==> src/rtl/regfile_pkg.sv <==
// Shared constants and types for the register-file write-port controller.
package regfile_pkg;

  localparam int unsigned RF_ADDR_W = 5;
  localparam int unsigned RF_DATA_W = 32;
  localparam int unsigned RF_NREGS  = 32;
  localparam logic [RF_ADDR_W-1:0] RF_ZERO_ADDR = 5'd0;

  typedef enum logic {ST_INIT, ST_RUN} rfctl_state_t;

  // Round-robin successor of idx among n requesters.
  function automatic int unsigned rr_next(input int unsigned idx, input int unsigned n);
    return (idx + 1 >= n) ? 0 : idx + 1;
  endfunction

endpackage

==> src/rtl/regfile_wr_ctrl_if.sv <==
// Requester handshake plus the registered regfile write port (we3/wa3/wd3).
interface regfile_wr_ctrl_if #(
  parameter int unsigned NREQ   = 2,
  parameter int unsigned ADDR_W = 5,
  parameter int unsigned DATA_W = 32
);

  logic [NREQ-1:0]        req_valid;
  logic [NREQ*ADDR_W-1:0] req_addr;
  logic [NREQ*DATA_W-1:0] req_data;
  logic [NREQ-1:0]        req_ready;
  logic                   we3;
  logic [ADDR_W-1:0]      wa3;
  logic [DATA_W-1:0]      wd3;

  modport master (
    output req_valid, req_addr, req_data,
    input  req_ready, we3, wa3, wd3
  );

  modport slave (
    input  req_valid, req_addr, req_data,
    output req_ready, we3, wa3, wd3
  );

endinterface

==> src/rtl/rr_arbiter.sv <==
// Combinational round-robin arbiter: first requester at or above ptr_i (mod N) wins.
module rr_arbiter #(
  parameter int unsigned N    = 2,
  parameter int unsigned PtrW = (N > 1) ? $clog2(N) : 1
) (
  input  logic [N-1:0]    req_i,
  input  logic [PtrW-1:0] ptr_i,
  output logic [N-1:0]    gnt_o
);

  logic [PtrW-1:0] idx;
  logic            found;

  always_comb begin
    gnt_o = '0;
    found = 1'b0;
    idx   = '0;
    for (int unsigned k = 0; k < N; k++) begin
      idx = PtrW'((32'(ptr_i) + k) % N);
      if (!found && req_i[idx]) begin
        gnt_o[idx] = 1'b1;
        found      = 1'b1;
      end
    end
  end

endmodule

==> src/rtl/regfile_wr_ctrl.sv <==
// Write-port controller for the 32x32 regfile: optional post-reset zero sweep
// (enabled by RFCTL_INIT_EN), then round-robin sharing of we3/wa3/wd3 among NREQ sources.
module regfile_wr_ctrl
  import regfile_pkg::*;
#(
  parameter int unsigned NREQ   = 2,
  parameter int unsigned ADDR_W = RF_ADDR_W,
  parameter int unsigned DATA_W = RF_DATA_W
) (
  input  logic               clk,
  input  logic               rst,
  input  logic               hold_i,
  regfile_wr_ctrl_if.slave   bus,
  output logic               init_done_o
);

  localparam int unsigned PtrW = (NREQ > 1) ? $clog2(NREQ) : 1;

  logic                 run;
  logic [NREQ-1:0]      gnt;
  logic [PtrW-1:0]      gnt_idx;
  logic                 xfer;
  logic [ADDR_W-1:0]    sel_addr;
  logic [DATA_W-1:0]    sel_data;

  logic [PtrW-1:0]      rr_ptr_q, rr_ptr_d;
  logic                 we3_q, we3_d;
  logic [ADDR_W-1:0]    wa3_q, wa3_d;
  logic [DATA_W-1:0]    wd3_q, wd3_d;

  rr_arbiter #(
    .N    (NREQ),
    .PtrW (PtrW)
  ) u_arb (
    .req_i (bus.req_valid),
    .ptr_i (rr_ptr_q),
    .gnt_o (gnt)
  );

  assign bus.req_ready = (run && !hold_i && !rst) ? gnt : '0;
  assign xfer          = |bus.req_ready;

  always_comb begin
    gnt_idx = '0;
    for (int unsigned i = 0; i < NREQ; i++) begin
      if (gnt[i]) gnt_idx = PtrW'(i);
    end
  end

  assign sel_addr = bus.req_addr[gnt_idx*ADDR_W +: ADDR_W];
  assign sel_data = bus.req_data[gnt_idx*DATA_W +: DATA_W];

`ifdef RFCTL_INIT_EN
  rfctl_state_t      state_q, state_d;
  logic [ADDR_W-1:0] init_cnt_q, init_cnt_d;
  logic              init_done_q, init_done_d;

  assign run         = (state_q == ST_RUN);
  assign init_done_o = init_done_q;

  always_ff @(posedge clk or posedge rst) begin
    if (rst) begin
      state_q     <= ST_INIT;
      init_cnt_q  <= ADDR_W'(1);
      init_done_q <= 1'b0;
    end else begin
      state_q     <= state_d;
      init_cnt_q  <= init_cnt_d;
      init_done_q <= init_done_d;
    end
  end
`else
  assign run         = 1'b1;
  assign init_done_o = 1'b1;
`endif

  always_comb begin
    we3_d    = 1'b0;
    wa3_d    = wa3_q;
    wd3_d    = wd3_q;
    rr_ptr_d = rr_ptr_q;
`ifdef RFCTL_INIT_EN
    state_d     = state_q;
    init_cnt_d  = init_cnt_q;
    init_done_d = init_done_q;
    unique case (state_q)
      ST_INIT: begin
        if (!hold_i) begin
          we3_d      = 1'b1;
          wa3_d      = init_cnt_q;
          wd3_d      = '0;
          init_cnt_d = init_cnt_q + ADDR_W'(1);
          // Register 0 is skipped, so the all-ones address is the final sweep write.
          if (init_cnt_q == '1) begin
            state_d     = ST_RUN;
            init_done_d = 1'b1;
          end
        end
      end
      ST_RUN: ;
      default: state_d = ST_RUN;
    endcase
`endif
    if (xfer) begin
      rr_ptr_d = PtrW'(rr_next(32'(gnt_idx), NREQ));
      // Writes to register 0 are consumed but never reach the regfile.
      if (sel_addr != ADDR_W'(RF_ZERO_ADDR)) begin
        we3_d = 1'b1;
        wa3_d = sel_addr;
        wd3_d = sel_data;
      end
    end
  end

  always_ff @(posedge clk or posedge rst) begin
    if (rst) begin
      rr_ptr_q <= '0;
      we3_q    <= 1'b0;
      wa3_q    <= '0;
      wd3_q    <= '0;
    end else begin
      rr_ptr_q <= rr_ptr_d;
      we3_q    <= we3_d;
      wa3_q    <= wa3_d;
      wd3_q    <= wd3_d;
    end
  end

  assign bus.we3 = we3_q;
  assign bus.wa3 = wa3_q;
  assign bus.wd3 = wd3_q;

endmodule

==> src/flat_wrapper.sv <==
// flat-port wrapper written by rule: the top's interface ports become plain ports
module regfile_wr_ctrl_flat import regfile_pkg::*;
#(
  parameter int unsigned NREQ   = 2,
  parameter int unsigned ADDR_W = RF_ADDR_W,
  parameter int unsigned DATA_W = RF_DATA_W
)
  (clk, rst, hold_i, init_done_o, bus_req_valid, bus_req_addr, bus_req_data, bus_req_ready, bus_we3, bus_wa3, bus_wd3);
  regfile_wr_ctrl_if #(.NREQ(NREQ), .ADDR_W(ADDR_W), .DATA_W(DATA_W)) bus_i ();
  input  logic clk;
  input  logic rst;
  input  logic hold_i;
  output logic init_done_o;
  input wire logic [$bits(bus_i.req_valid)-1:0] bus_req_valid;
  input wire logic [$bits(bus_i.req_addr)-1:0] bus_req_addr;
  input wire logic [$bits(bus_i.req_data)-1:0] bus_req_data;
  output wire logic [$bits(bus_i.req_ready)-1:0] bus_req_ready;
  output wire logic [$bits(bus_i.we3)-1:0] bus_we3;
  output wire logic [$bits(bus_i.wa3)-1:0] bus_wa3;
  output wire logic [$bits(bus_i.wd3)-1:0] bus_wd3;
  assign bus_i.req_valid = bus_req_valid;
  assign bus_i.req_addr = bus_req_addr;
  assign bus_i.req_data = bus_req_data;
  assign bus_req_ready = bus_i.req_ready;
  assign bus_we3 = bus_i.we3;
  assign bus_wa3 = bus_i.wa3;
  assign bus_wd3 = bus_i.wd3;
  regfile_wr_ctrl #(.NREQ(NREQ), .ADDR_W(ADDR_W), .DATA_W(DATA_W)) u_core (.clk(clk), .rst(rst), .hold_i(hold_i), .bus(bus_i), .init_done_o(init_done_o));
endmodule
==> config.mk <==
export PLATFORM = sky130hd
export DESIGN_NAME = regfile_wr_ctrl_flat
export DESIGN_NICKNAME = d
export VERILOG_FILES = /design/src/rtl/regfile_pkg.sv /design/src/rtl/regfile_wr_ctrl_if.sv /design/src/rtl/rr_arbiter.sv /design/src/rtl/regfile_wr_ctrl.sv /design/src/flat_wrapper.sv
export SDC_FILE = /design/constraint.sdc
export NUM_CORES = 1
export LEC_CHECK = 0
export BUFFER_PORTS_ARGS = -buffer_cell sky130_fd_sc_hd__buf_2
export CAP_MARGIN = 10
export CORE_MARGIN = 3
export CORE_UTILIZATION = 40
export CTS_CLUSTER_DIAMETER = 60
export DETAILED_ROUTE_END_ITERATION = 6
export GPL_TIMING_DRIVEN = 0
export PLACE_DENSITY = 0.73
export SLEW_MARGIN = 10
export SYNTH_ARGS = -nofsm -noshare
export SYNTH_HDL_FRONTEND = slang
export SYNTH_SLANG_ARGS = --single-unit
==> constraint.sdc <==
create_clock -name clk -period 5.1 [get_ports clk]
set_input_delay 0.51 -clock clk [delete_from_list [all_inputs] [get_ports clk]]
set_output_delay 0.51 -clock clk [all_outputs]
set_load 0.02 [all_outputs]
## Word level (Yosys, flattened, before mapping)

Index checks and enable logic that the tools add are counted.

| cells by class | value |
|---|---|
| $add $sub $neg | 2 |
| multiply operators | 1 |
| order comparisons | 5 |
| shift operators | 2 |
| muxes and demuxes | 16 |
| bitwise gates (word level) | 1 |
| reductions and logical operators | 10 |

Operators with widths:

| cell | number |
|---|---|
| 64-bit by 7-bit variable part select with 32-bit output | 1 |
| 1-bit 2-to-1 mux | 11 |
| 10-bit by 5-bit variable part select with 5-bit output | 1 |
| 2-bit 2-to-1 mux | 3 |
| 5-bit nonzero test | 1 |
| 1-bit logical AND | 4 |
| 1-bit by 2-bit less-than comparator with 1-bit output (second input constant) | 2 |
| 1-bit by 3-bit multiplier with 4-bit output (second input constant) | 1 |
| 1-bit logical NOT | 3 |
| 1-bit by 1-bit adder with 2-bit output (second input constant) | 1 |
| 1-bit demux with 1-bit select | 2 |
| 1-bit greater-or-equal comparator (second input constant) | 2 |
| 2-bit greater-or-equal comparator (second input constant) | 1 |
| 2-bit bitwise OR | 1 |
| 2-bit AND reduction | 1 |
| 2-bit OR reduction | 1 |
| 1-bit adder (second input constant) | 1 |

| word-level totals | value |
|---|---|
| register bits after elaboration | 39 |
| input port bits | 79 |
| output and inout bits | 41 |
| logic and storage cells | 41 |

## Longest topological paths before layout

| depth | value |
|---|---|
| depth after elaboration | 13 |
| depth in mapped cells | 6 |

## Cells and area by module

Synthesis repeated with hierarchy kept, for this count alone.

| unflattened totals | value |
|---|---|
| cell total of the unflattened synthesis | 187 |
| area, all modules | 2304.7 µm² |

Modules (own cells, without submodules):

| module | times used | cells each | area an instance (µm²) | sequential area each (µm²) |
|---|---|---|---|---|
| regfile_wr_ctrl | 1 | 184 | 2285.9 | 975.9 |
| rr_arbiter | 1 | 3 | 18.8 | 0.0 |

## Least setup slack after synthesis

OpenSTA, ideal clock, no wires.

| timing path | value |
|---|---|
| path type | input to register |
| from | in bus_req_addr[2] |
| to | reg u_core.wd3_q[10], in the netlist u_core.bus.wd3[10] |
| setup time | 125 ps |
| arrival | 1938 ps |
| slack | 3037 ps |
| stages on the path | 5 |
| buffers on the path | 2 |
| cells stage by stage | or4_4 -> o311a_1 -> buf_6 -> buf_12 -> mux2_4 |

| between the ends | value |
|---|---|
| word-level cells in the longest chain between the ends | 3 |

Ends and longest elaborated chain:

| item | line | RTL |
|---|---|---|
| start: declaration | flat_wrapper.sv:15 | `input wire logic [$bits(bus_i.req_addr)-1:0] bus_req_addr;` |
| 10-bit by 5-bit variable part select with 5-bit output | regfile_wr_ctrl.sv:50 | `assign sel_addr = bus.req_addr[gnt_idx*ADDR_W +: ADDR_W];` |
| 5-bit nonzero test | regfile_wr_ctrl.sv:107 | `if (sel_addr != ADDR_W'(RF_ZERO_ADDR)) begin` |
| 2-bit AND reduction (no source line) | -- |  |
| end signal: assignment | regfile_wr_ctrl.sv:125 | `wd3_q <= wd3_d;` |
| end: declaration | regfile_wr_ctrl.sv:29 | `logic [DATA_W-1:0] wd3_q, wd3_d;` |

No other way between the ends.
A chain may end at the register's enable or synchronous reset.

## Worst setup path after layout

| timing path | value |
|---|---|
| from | reg u_core.rr_ptr_q |
| to | out bus_req_ready[1] |

| between the ends | value |
|---|---|
| word-level cells in the longest chain between the ends | 8 |

Ends and longest elaborated chain:

| item | line | RTL |
|---|---|---|
| start: declaration | regfile_wr_ctrl.sv:26 | `logic [PtrW-1:0] rr_ptr_q, rr_ptr_d;` |
| start signal: assignment | regfile_wr_ctrl.sv:122 | `rr_ptr_q <= rr_ptr_d;` |
| 1-bit adder, or another cell as far along | rr_arbiter.sv:19 | `idx = PtrW'((32'(ptr_i) + k) % N);` |
| 1-bit by 2-bit less-than comparator with 1-bit output (not written as such), or another cell as far along | rr_arbiter.sv:21 | `gnt_o[idx] = 1'b1;` |
| 1-bit logical AND (not written as such) or 1-bit 2-to-1 mux (tied branches) | rr_arbiter.sv:21 |  |
| 1-bit 2-to-1 mux (not written as such) or 1-bit demux with 1-bit select (tied branches) | rr_arbiter.sv:21 |  |
| 1-bit demux with 1-bit select or 2-bit 2-to-1 mux (tied branches) | rr_arbiter.sv:21, rr_arbiter.sv:20 |  |
| 2-bit bitwise OR (no source line) | -- |  |
| 2-bit 2-to-1 mux * | rr_arbiter.sv:20 | `if (!found && req_i[idx]) begin` |
| 2-bit 2-to-1 mux * | regfile_wr_ctrl.sv:40 | `assign bus.req_ready = (run && !hold_i && !rst) ? gnt : '0;` |
| end: declaration | flat_wrapper.sv:17 | `output wire logic [$bits(bus_i.req_ready)-1:0] bus_req_ready;` |

Every way passes the cells marked *; elsewhere a longest branch is shown, timed or not. The select of a mux whose other input is x is not followed.

==> flow_metrics.tcl <==
set metrics [dict create \
    htreeDepth 2 \
    dr.pass1.iters 4 \
    netlist_top_cells_count "39 x dfrtp_1, 35 x mux2_2, 29 x mux2_4, 6 x inv_1" \
    post_cts_buffers 0 \
    cts_hold_buf 0 \
    p_clk_share_pct 20.9 \
    dominantRegCellSynth "dfrtp_1" \
    hold_violations 0 \
    max_slew_margin_pct 61.4 \
    clkTransAtPathRegs_ps 80 \
    slew_viol_final 0 \
    fmax_mhz 403 \
    synth_cell_type_count 31 \
    layout.nets 373 \
    syn_nets 247 \
    worst_slew_pin_slew_ps 579 \
    switchingPower_mw 0.339 \
    rsz0062_at_grt "false" \
    finalWeightedCongestion 0.783 \
    synth_top_cell_by_area "dfrtp_1" \
    synthCells 168 \
    wl_per_cell_um 14.1 \
    dp_hpwl_um 3950 \
    grt_pass1_vias 1698 \
    antenna_found_initial 0 \
    hp-class "in2async" \
    cts-resized-gates 0 \
    yosysSeqAreaShare_pct 43.7 \
    fin_skew_ps 6.96 \
    postLayoutCellArea_um2 3020 \
    area_growth_pct 35.5 \
    power_density_nw_per_um2 333 \
    max_cap_violations 0 \
    ios 120 \
    final_antenna_net_count 0 \
    sequentialPowerShare_pct 41.2 \
    clock_path_buffers 2 \
    grt_pass1_wl_um 7850 \
    synth_area_um2 2230 \
    pwr-share-comb_pct 37.8 \
    insertion_delay_ps 290 \
    ys_ff_latch 39 \
    grt.overflow.total 0 \
    arrival_ps 1970 \
    crit_type "reg2out" \
    worst-path-max-fanout 10 \
    setup_violations 0 \
    root_buffer "clkbuf_8" \
    p_int_mw 0.667 \
    cts_buffers 5 \
    start_util_pct 42.6 \
    drt_iter0_drc 45 \
    clock-sinks 39 \
    port_buffers 118 \
    antenna_cells 0 \
    routed-via-count 1800 \
    rows 26 \
    cts_tree "done" \
    grt_max_degree 38 \
    fin_setup_tns_ps 0 \
    layout-drive-gt1-share_pct 68.8 \
    synth_top_area_share_pct 43.7 \
    dieArea_um2 6510 \
    synthArstFlopShare_pct 100 \
    synth_most_common_cell "dfrtp_1" \
    fin_crit_ps 2480 \
    avgSynthCellArea_um2 13.3 \
    status "finished, final reports clean" \
    track_usage_pct 15.8 \
    cp.required_ps 4590 \
    yosys-top-cells-area "dfrtp_1 44%, mux2_4 20%, mux2_2 18%" \
    drc 0 \
    core_area_um2 5240 \
    leakage_nw 1.51 \
    die_w_um 80.7 \
    die_y_um 80.7 \
    vdd_ir_drop_max_v 0.000165 \
    regToRegSetupSlack_ps 2970 \
    switching_share_pct 33.7 \
    drt_wl_total_um 5150 \
    ys_warn_count 0 \
    period_share_pct 48.7 \
    placed_area_um2 2930 \
    end_kind "primary output" \
    via_per_inst 4.93 \
    crit_path_start_kind "register" \
    synth_edf_count 0 \
]
[final cells by class]
cell class                 count  area [um2]
fill                         456        2210
multi-input combinational    113        1130
sequential                    39         976
timing repair buffer         119         611
buffer                        10        97.6
tap                           70        87.6
clock buffer                   5        68.8
clock inverter                 3        25.0
inverter                       6        22.5
[worst paths after layout]
kind	start	endpoint	cells past startpoint
setup / recovery	u_core.rr_ptr_q$_DFFE_PP0P_	bus_req_ready[1]	5
hold / removal	rst	u_core.bus.wa3[1]$_DFFE_PP0P_	2
setup reg to reg	u_core.rr_ptr_q$_DFFE_PP0P_	u_core.bus.wd3[22]$_DFFE_PP0P_	5
hold reg to reg	u_core.bus.wd3[12]$_DFFE_PP0P_	u_core.bus.wd3[12]$_DFFE_PP0P_	1
max in group asynchronous	rst	u_core.bus.wd3[23]$_DFFE_PP0P_	3
min in group clk	u_core.bus.wd3[12]$_DFFE_PP0P_	u_core.bus.wd3[12]$_DFFE_PP0P_	1
[power groups by stage]
stage | logic (mW) | clock network, mW | registers, mW
global route | 0.409 | 0.231 | 0.425
finish | 0.381 | 0.210 | 0.415
global placement | 0.378 | 0 | 0.418
detailed placement | 0.386 | 0 | 0.420
CTS | 0.387 | 0.220 | 0.416
floorplan | 0.167 | 0 | 0.506
[cells by family after synthesis]
group	count (synthesis)	share of synthesized area, %
muxes	65	37.6
DFF	39	43.7
and+or+nand+nor	25	6.17
AOI/OAI and AO/OA	22	6.90
buffers and inverters	16	5.38
other	1	0.168
[worst max-delay path, stage by stage (launching register included)]
cell	delay (ps)
dfrtp_1	390
nand2b_1	190
nand2_1	270
buf_1	490
nor2_1	150
buf_2	190
[cells in the final DEF (no fill, tap or decap), drive strengths merged, types with 5 or more instances in the layout]
cell type    n
buf        127
mux2        64
dfrtp       39
clkbuf       7
inv          6
nor2         5
nand2        5
o21ai        5
[layer usage]
layer	vias to the layer above	track usage [%]	wire length [um]
met4	0	4.39	44
li1	864	-	-
met5	-	0	0
met3	7	5.16	486
met2	83	27.3	2540
met1	846	18.6	2070
[per-stage QoR]
| step | cells | total power, mW | hold WS (ps) | utilization [%] | worst slack, ps |
|---|---|---|---|---|---|
| 4_1_cts | 365 | 1.02 | 76.3 | 57.7 | 2560 |
| 6_report | 365 | 1.01 | 86.5 | 57.7 | 2620 |
| 3_3_place_gp | 356 | 0.796 | 475 | 55.5 | 2740 |
| 3_5_place_dp | 357 | 0.806 | 397 | 55.9 | 2720 |
| 5_1_grt | 365 | 1.06 | 75.4 | 57.7 | 2440 |
| 2_1_floorplan | 168 | 0.673 | 457 | - | 3040 |
[flip-flops by register name, indices dropped and copies added, names as in the netlist]
name,cells
u_core.bus.we3,1
u_core.bus.wa3,5
u_core.rr_ptr_q,1
u_core.bus.wd3,32
(Power assumes the default switching activity.)
